`config.mk`:
```
export PLATFORM = sky130hd
export DESIGN_NAME = truth_table_sweeper
export DESIGN_NICKNAME = d
export VERILOG_FILES = /design/src/rtl/truth_table_sweeper.sv
export SDC_FILE = /design/constraint.sdc
export NUM_CORES = 1
export LEC_CHECK = 0
export BUFFER_PORTS_ARGS = -buffer_cell sky130_fd_sc_hd__clkbuf_2
export CORE_MARGIN = 3
export CORE_UTILIZATION = 25
export CTS_CLUSTER_DIAMETER = 100
export DETAILED_ROUTE_END_ITERATION = 12
export GPL_TIMING_DRIVEN = 0
export PLACE_DENSITY = 0.51
export SLEW_MARGIN = 0
export SYNTH_ARGS = -nofsm -noshare
export SYNTH_HDL_FRONTEND = slang
export SYNTH_SLANG_ARGS = --single-unit
```
`constraint.sdc`:
```
create_clock -name clk -period 3.1 [get_ports clk]
set_clock_uncertainty 0.2 [all_clocks]
set_input_delay 0.775 -clock clk [delete_from_list [all_inputs] [get_ports clk]]
set_output_delay 0.775 -clock clk [all_outputs]
set_load 0.02 [all_outputs]
```
`src/rtl/truth_table_sweeper.sv`:
```
// Steps a combinational gate through every input vector, holding each for HOLD
// cycles, and scores its output against a golden truth table captured at start.
//
// state | meaning
// IDLE  | after reset; waiting for start
// DRIVE | sweep in progress, vec driven to the gate
// DONE  | sweep complete, results held until the next start
module truth_table_sweeper #(
  parameter int WIDTH = 3,
  parameter int HOLD  = 2
) (
  input  logic                  clk,
  input  logic                  reset,
  input  logic                  start,
  input  logic [2**WIDTH-1:0]   expected,
  input  logic                  dut_y,
  output logic [WIDTH-1:0]      vec,
  output logic                  busy,
  output logic                  done,
  output logic                  pass,
  output logic [WIDTH:0]        err_count,
  output logic [WIDTH-1:0]      first_fail,
  output logic                  fail_seen
);

  localparam int HW = (HOLD > 1) ? $clog2(HOLD) : 1;
  localparam logic [HW-1:0]    HOLD_LAST = HW'(HOLD - 1);
  localparam logic [HW-1:0]    HOLD_ONE  = HW'(1);
  localparam logic [WIDTH-1:0] VEC_ONE   = WIDTH'(1);
  localparam logic [WIDTH:0]   ERR_ONE   = (WIDTH + 1)'(1);

  typedef enum logic [1:0] {
    S_IDLE  = 2'd0,
    S_DRIVE = 2'd1,
    S_DONE  = 2'd2
  } state_t;

  state_t                state_q, state_d;
  logic [WIDTH-1:0]      vec_q, vec_d;
  logic [HW-1:0]         hold_q, hold_d;
  logic [WIDTH:0]        err_q, err_d;
  logic [WIDTH-1:0]      first_q, first_d;
  logic                  seen_q, seen_d;
  logic [2**WIDTH-1:0]   exp_q, exp_d;

  always_ff @(posedge clk or posedge reset) begin
    if (reset) begin
      state_q <= S_IDLE;
      vec_q   <= '0;
      hold_q  <= '0;
      err_q   <= '0;
      first_q <= '0;
      seen_q  <= 1'b0;
      exp_q   <= '0;
    end else begin
      state_q <= state_d;
      vec_q   <= vec_d;
      hold_q  <= hold_d;
      err_q   <= err_d;
      first_q <= first_d;
      seen_q  <= seen_d;
      exp_q   <= exp_d;
    end
  end

  always_comb begin
    state_d = state_q;
    vec_d   = vec_q;
    hold_d  = hold_q;
    err_d   = err_q;
    first_d = first_q;
    seen_d  = seen_q;
    exp_d   = exp_q;
    case (state_q)
      S_IDLE, S_DONE: begin
        if (start) begin
          state_d = S_DRIVE;
          vec_d   = '0;
          hold_d  = '0;
          err_d   = '0;
          first_d = '0;
          seen_d  = 1'b0;
          exp_d   = expected;
        end
      end
      S_DRIVE: begin
        // Compare only on the last cycle of the hold window so the gate output has settled.
        if (hold_q == HOLD_LAST) begin
          hold_d = '0;
          if (dut_y != exp_q[vec_q]) begin
            err_d = err_q + ERR_ONE;
            if (!seen_q) begin
              first_d = vec_q;
              seen_d  = 1'b1;
            end
          end
          if (&vec_q) state_d = S_DONE;
          else        vec_d   = vec_q + VEC_ONE;
        end else begin
          hold_d = hold_q + HOLD_ONE;
        end
      end
      default: state_d = S_IDLE;
    endcase
  end

  assign vec        = vec_q;
  assign busy       = (state_q == S_DRIVE);
  assign done       = (state_q == S_DONE);
  assign pass       = done && (err_q == '0);
  assign err_count  = err_q;
  assign first_fail = first_q;
  assign fail_seen  = seen_q;

endmodule

```
# --- After elaboration in Yosys (flattened, before gate mapping) ---
# Index checks and enable logic that the tools add are counted.
word_totals:
  ff_bits: 22
  inputBits: 12
  out_inout_bits: 14
  word_cells: 56
classes:
  addsub: 3
  order_cmp: 1
  eq_ne: 9
  mux: 24
  reduce_logical: 12
ops:
  columns: ["operator", "count"]
  rows:
  - ["2-to-1 mux 3 bit", 6]
  - ["2-to-1 mux 4 bit", 3]
  - ["case mux 3 bit (2 select lines)", 2]
  - ["case mux 4 bit (2 select lines)", 1]
  - ["AND reduction 4 bit", 2]
  - ["2-to-1 mux 2 bit", 3]
  - ["inequality test 2 x 1 -> 1 bit, second input constant", 3]
  - ["inequality test 2 bit, second input constant", 3]
  - ["AND reduction 3 bit", 2]
  - ["2-to-1 mux 1 bit", 5]
  - ["AND reduction 5 bit", 1]
  - ["adder 4 x 1 -> 4 bit, second input constant", 1]
  - ["zero test 4 bit", 1]
  - ["less-than comparator 3 x 4 -> 1 bit, second input constant", 1]
  - ["case mux 1 bit (2 select lines)", 2]
  - ["case mux 2 bit (2 select lines)", 1]
  - ["AND reduction 2 bit", 2]
  - ["adder 3 x 1 -> 3 bit, second input constant", 1]
  - ["binary-select mux 1 bit (select 3 bit)", 1]
  - ["== test 2 x 1 -> 1 bit, second input constant", 1]
  - ["== test 2 bit, second input constant", 1]
  - ["zero test 2 bit", 1]
  - ["nonzero test 2 bit", 1]
  - ["OR reduction 2 bit", 1]
  - ["other kinds (3)", 3]

# --- Depth between registers and ports, before layout ---
# Gate-level depths: netlist of run 1.
depth:
  ltp_word: 6
  depth_mapped: 5
  ltp_nobuf: 5

# --- Worst setup path before layout of run 1 ---
# No wires, ideal clock.
synth_timing:
  path_kind: "register to output"
  from: "reg err_q[0] (netlist: err_count[0])"
  to: "out pass"
  arrival_time_ns: 1.401
  t_required_ns: 2.125
  path_slack_ns: 0.724
  path_stages_with_launch: 4
  n_path_buf: 0
  cell_sequence: "dfrtp_1 > inv_1 > ha_1 > nor4b_1"
synth_between:
  elab_chain_len: 2
synth_lines:
  columns: ["element", "line", "text"]
  rows:
  - ["start, declared", "41", "logic [WIDTH:0] err_q, err_d;"]
  - ["start signal, assigned", "59", "err_q <= err_d;"]
  - ["zero test 4 bit", "110", "assign pass = done && (err_q == '0);"]
  - ["logical AND 1 bit", "110", null]
  - ["end, declared", "20", "output logic pass,"]
# Every way passes these cells.

# --- Worst setup path after layout of run 1 ---
layout_timing:
  from: "reg state_q[0]"
  to: "out pass"
layout_between:
  elab_chain_len: 2
layout_lines:
  columns: ["element", "line", "text"]
  rows:
  - ["start, declared", "38", "state_t state_q, state_d;"]
  - ["start signal, assigned", "56", "state_q <= state_d;"]
  - ["== test 2 bit", "109", "assign done = (state_q == S_DONE);"]
  - ["logical AND 1 bit", "110", null]
# Every way passes these cells.

==> results of run 1 <==
==> sequential cells by signal (all words and copies together) (netlist names) <==
signal      flops
err_count       4
fail_seen       1
exp_q           8
first_fail      3
state_q         2
vec             3
hold_q          1
==> cell usage in the layout (no fill, tap or decap), types with 2 or more instances in the layout <==
master / n
ha_1: 4
nand3_1: 3
clkbuf_8: 3
mux2i_1: 11
o21ai_0: 4
mux4_1: 2
clkbuf_1: 3
nand2_1: 19
nand2b_1: 3
mux2_4: 2
nor2_1: 2
nand3b_1: 3
dfrtp_1: 22
mux2_2: 8
clkbuf_2: 25
inv_1: 8
==> critical path: cells and delay by family (launching register included) <==
kind,cells,cell delay (ps)
simple gates,2,490
buf+inv,1,220
flops,1,420
==> cell families after synthesis <==
family,after synthesis,synth area share
AO/OA/AOI/OAI,4,0.0178
adder cells (fa/ha/maj),4,0.0446
buffers and inverters,11,0.0368
flip-flops,22,0.491
multiplexers,23,0.252
AND/OR/NAND/NOR,36,0.158
==> through the flow <==
step           cells  hold slack, ps  area [um2]  total power, W  utilization
2_1_floorplan    100             270        1120        0.000944            -
3_3_place_gp     175             280        1310         0.00109        0.314
3_5_place_dp     175             294        1310         0.00112        0.314
4_1_cts          179             314        1380         0.00138        0.331
5_1_grt          179             329        1380         0.00147        0.331
6_report         179             309        1380         0.00136        0.331
==> routing by layer <==
metal / part of all wire / vias to the layer above / wire, um
met3: 0.042 / 2 / 94
met2: 0.50 / 20 / 1130
li1: - / 398 / -
met1: 0.45 / 382 / 999
met5: 0 / - / 0
met4: 0.0089 / 0 / 20
==> where the power goes <==
part | total [W] | internal [W] | switching [W] | leakage [nW]
sequential | 0.000513 | 0.000409 | 0.000104 | 0.271
combinational | 0.000581 | 0.000278 | 0.000303 | 0.386
clock | 0.000267 | 0.000172 | 0.0000946 | 0.0357
total | 0.00136 | 0.000859 | 0.000501 | 0.692
==> worst min path at each step <==
stage,startpoint,to,slack (ps),cells after the start
2_1_floorplan,exp_q[1],exp_q[1],270,1
6_report,exp_q[6],exp_q[6],310,1
3_3_place_gp,exp_q[3],exp_q[3],280,1
5_1_grt,exp_q[3],exp_q[3],330,1
4_1_cts,exp_q[6],exp_q[6],310,1
3_5_place_dp,exp_q[6],exp_q[6],290,1
==> cell type report <==
cell class | count | area [um2] | share of cell area
sequential | 22 | 551 | 0.399
buffer | 3 | 11.3 | 0.00815
multi-input combinational | 67 | 531 | 0.384
timing repair buffer | 25 | 125 | 0.0906
tap | 50 | 62.6 | 0.0453
clock inverter | 1 | 30.0 | 0.0217
inverter | 8 | 30.0 | 0.0217
clock buffer | 3 | 41.3 | 0.0299
==> out/qor.yml, run 1 <==
flow_run:
  drv_cap: 0
setup_path:
  regToRegEndpoint: "err_count[0]"
  startpoint: "state_q[0]"
  start_kind: "register"
  path_cells: "nand2b_1 > nor4b_1 > clkbuf_2"
  r2r_setup_slack_ps: 860
  cpMaxStageDelayCell: "dfrtp_1"
  reg2reg_depth: 4
  required_ps: 2120
  cp-end-kind: "output pin"
  crit_end: "pass"
  critical_path.max_fanout: 5
  path_class: "reg2out"
  crit-reg2reg-launch: "vec[1]"
  cp.arrival_ps: 1380
  slowest_delay_ps: 420
die:
  rows: 23
  fp.dieW_um: 73
  initial_utilization: 0.269
  core-area_mm2: 0.00417
  dieArea_mm2: 0.00533
  io_pins: 26
  die_h_um: 73
global_route:
  met2_usage: 0.157
  grt-ovfl-total: 0
  met1_usage: 0.111
  grt_pass1_wl_um: 3820
  grt_use_total: 0.0921
  antenna_found_initial: 0
  grt_pass1_vias: 860
  grtUsageMet3: 0.0220
  gr-max-usage-layer: "met2"
  grt_max_degree: 23
placed_design:
  dpl_worst_slack_ps: 869
  place_congestion: 0.698
  hpwlAfterDp_um: 1760
  port_buffers: 25
cells_and_area:
  drive_above_1_share: 0.302
  nets: 146
  syn_to_final_growth_pct: 23.1
  num-fill-cells: 420
  diodes: 0
clock_network:
  cts-root-buf: "clkbuf_8"
  cts_max_path_buffers: 2
  cts-hold-fix-buffers: 0
  clk_pin_slew_ps: 80
  postCtsSetupBuffers: 0
  cts_resized: 0
  cts_buffers: 3
  cts_tree: "yes"
  insertion_delay_ps: 260
  htreeDepth: 1
  cts_num_sinks: 22
synth:
  yosysUniqueCellTypes: 20
  synth_top_area_cell: "dfrtp_1"
  synth-seq-cells: 22
  synth_top_area_share: 0.491
  synthTopCellsByArea: "dfrtp_1 49%, mux2i_1 9.8%, mux2_2 8.0%"
  synth_commonest_cells: "22 x dfrtp_1, 19 x nand2_1, 11 x mux2i_1"
  async_flop_share: 1.00
  synth-edff-count: 0
  yosys_most_used_dff: "dfrtp_1"
  synth_most_common_cell: "dfrtp_1"
  synthesis.area_mm2: 0.00112
  synth_warnings: 0
  syn_inst: 100
  synth.avg_cell_area_um2: 11.2
  synth_seq_area_share: 0.491
  synth_fp_nets: 116
timing:
  slew_violations: 0
  hold_violations: 0
  fin_crit_sh: 0.760
  slew_headroom: 0.423
  worstMarginPinSlew_ps: 865
  worst_slack_ps: 745
  setup_viol: 0
  clock.fmax_mhz: 425
  grt_setup_unrepaired: "no"
  period_minus_slack_ps: 2360
  tns_ps: 0
worst_hold_path:
  min-delay-path-class: "reg2reg"
power_and_ir_drop:
  power_density_mw_per_mm2: 985
  p_leak_nw: 0.692
  peakVddDrop_mv: 0.294
drt:
  routed_wl_um: 2240
  drtPass1Iterations: 4
  antenna_left: 0
  via_per_inst: 4.48
  drc: 0
  via_count: 802
  wire_per_inst_um: 12.5
  drt_iter0_drc: 21
outcome:
  status: "finished, final reports clean"
(Power assumes the default switching activity.)
==> run 2, diff against run 1 <==
- ABC_AREA: not set -> 1
- clock period: 3.1 -> 2.45 ns (I/O delays scaled with it)
==> run 2 against run 1 <==
Combinational power grew 94%. Via count grew 20%. Total power grew 50%. Highest routed layer unchanged. Global-route usage up 0.58 points. Final cell count rose by 26%. Synthesized cell count rose by 45%. Final area up 1.2%. First-iteration DRC count rose to 2.7 times the previous value. Die area is 2.5% higher. Critical path depth up 1. Synthesized area grew 2.7%.
==> out/qor.yml, run 2 <==
outcome:
  status: "finished, final reports clean"
drt:
  drt_iter0_drc: 56
  drtPass1Iterations: 4
  wire_per_inst_um: 10.6
  via_per_inst: 4.27
  routed_wl_um: 2400
  antenna_left: 0
  drc: 0
  via_count: 965
timing:
  fin_crit_sh: 0.849
  worstMarginPinSlew_ps: 846
  setup_viol: 0
  tns_ps: 0
  slew_violations: 0
  grt_setup_unrepaired: "no"
  clock.fmax_mhz: 481
  hold_violations: 0
  slew_headroom: 0.435
  hold_ws_ps: 277
  period_minus_slack_ps: 2080
die:
  initial_utilization: 0.261
  dieArea_mm2: 0.00546
  rows: 24
  io_pins: 26
  core-area_mm2: 0.00441
  fp.dieW_um: 73.9
  die_h_um: 73.9
cells_and_area:
  mostFrequentLayoutCells: "27 x nand2_1, 25 x clkbuf_2, 24 x nor2_1"
  diodes: 0
  syn_to_final_growth_pct: 21.3
  regMostFlops: "exp_q"
  nets: 191
  final_common_cell: "nand2_1"
  fin_util: 0.317
  drive_above_1_share: 0.247
  largest_reg_flops: 8
global_route:
  grt_use_total: 0.0979
  grt_max_degree: 23
  grt_pass1_vias: 921
  grt_pass1_wl_um: 4240
  antenna_found_initial: 0
  grt-ovfl-total: 0
setup_path:
  start_kind: "register"
  cp.arrival_ps: 1270
  required_ps: 1640
  path_class: "reg2out"
  critical_path.max_fanout: 6
  cp-end-kind: "output pin"
clock_network:
  cts_buffers: 3
  cts_resized: 0
  cts_tree: "yes"
  postCtsSetupBuffers: 0
  cts_max_path_buffers: 2
  htreeDepth: 1
  cts-root-buf: "clkbuf_8"
  cts-hold-fix-buffers: 0
  insertion_delay_ps: 260
  cts_num_sinks: 22
  clk_pin_slew_ps: 80
synth:
  synth_warnings: 0
  synth_most_common_cell: "nand2_1"
  synth_top_area_share: 0.478
  synth_commonest_cells: "27 x nand2_1, 24 x nor2_1, 22 x dfrtp_1"
  async_flop_share: 1.00
  synth_top_area_cell: "dfrtp_1"
  synthTopCellsByArea: "dfrtp_1 48%, nand2_1 8.8%, nand3_1 7.8%"
  synth-seq-cells: 22
  synthesis.area_mm2: 0.00115
  synth_seq_area_share: 0.478
  synth.avg_cell_area_um2: 7.95
  synth_fp_nets: 161
  synth-edff-count: 0
  syn_inst: 145
  yosys_most_used_dff: "dfrtp_1"
  yosysUniqueCellTypes: 17
placed_design:
  hpwlAfterDp_um: 1830
  port_buffers: 25
  place_congestion: 0.741
power_and_ir_drop:
  peakVddDrop_mv: 0.295
  p_leak_nw: 0.778
  power_density_mw_per_mm2: 1460
worst_hold_path:
  min-delay-path-class: "reg2reg"
flow_run:
  drv_cap: 0
## run 2: cell count changes in the layout (fill, tap and decap cells not counted), moves of 3 or more
cell / previous run / this run
nand2_2: 0 / 4
a21oi_1: 0 / 9
mux2i_1: 11 / 0
inv_2: 0 / 3
nand2b_1: 3 / 0
mux2_2: 8 / 0
nor2_1: 2 / 24
nand2_1: 19 / 27
nand3_2: 0 / 3
inv_1: 8 / 19
nand3_1: 3 / 18
nand3b_1: 3 / 0
clkbuf_1: 3 / 0
## run 2: per-stage QoR
step / cell area (um2) / setup WS, ps / total power (W) / std cells
6_report: 1400 / 370 / 0.00205 / 226
5_1_grt: 1400 / 277 / 0.00229 / 226
4_1_cts: 1400 / 348 / 0.00208 / 226
3_5_place_dp: 1340 / 642 / 0.00182 / 222
3_3_place_gp: 1340 / 653 / 0.00181 / 222
2_1_floorplan: 1150 / 514 / 0.00153 / 145
## run 2: kinds of logic (layout without fill, tap and decap cells)
group / count (synthesis) / in the layout / share of synthesized area
buffers and inverters: 23 / 52 / 0.0760
AOI/OAI and AO/OA: 14 / 14 / 0.0608
and+or+nand+nor: 80 / 80 / 0.327
DFF: 22 / 22 / 0.478
adders and majority gates: 4 / 4 / 0.0434
xor gates and xnor gates: 2 / 2 / 0.0152
## run 2: final cells by class
cell class / count / area [um2]
multi-input cells: 100 / 514
fillers: 491 / 3020
plain buffers: 1 / 5.00
well taps: 52 / 65.1
clock buffers: 4 / 55.1
repair buffers: 25 / 125
inverters: 22 / 82.6
flip-flops and latches: 22 / 551
## run 2: report_power, final
group / leakage (nW) / switching [W] / total (W) / internal, W
sequential: 0.260 / 0.000127 / 0.000658 / 0.000531
combinational: 0.489 / 0.000753 / 0.00113 / 0.000378
clock: 0.0288 / 0.000113 / 0.000256 / 0.000143
total: 0.778 / 0.000993 / 0.00204 / 0.00105
## run 2: final timing paths
path,start,endpoint,slack (ps),depth (start not counted)
worst max-delay path,err_count[0],pass,370,4
worst min-delay path,first_fail[2],first_fail[2],280,2
worst max register to register,vec[0],vec[2],670,7
worst min register to register,first_fail[2],first_fail[2],280,2
max in group asynchronous,reset,err_count[3],1230,2
min in group asynchronous,reset,exp_q[3],300,2
## run 2: critical path: stages (launching register included)
cell and delay [ps]:
dfrtp_1 440, inv_1 60, ha_1 190, and3_1 170
clkbuf_2 150
## run 2: per-layer routing
layer / vias up / track usage / part of all wire
li1: 512 / - / -
met1: 443 / 0.139 / 0.48
met2: 8 / 0.153 / 0.48
met3: 2 / 0.0137 / 0.025
met4: 0 / 0.0302 / 0.015
met5: - / 0 / 0
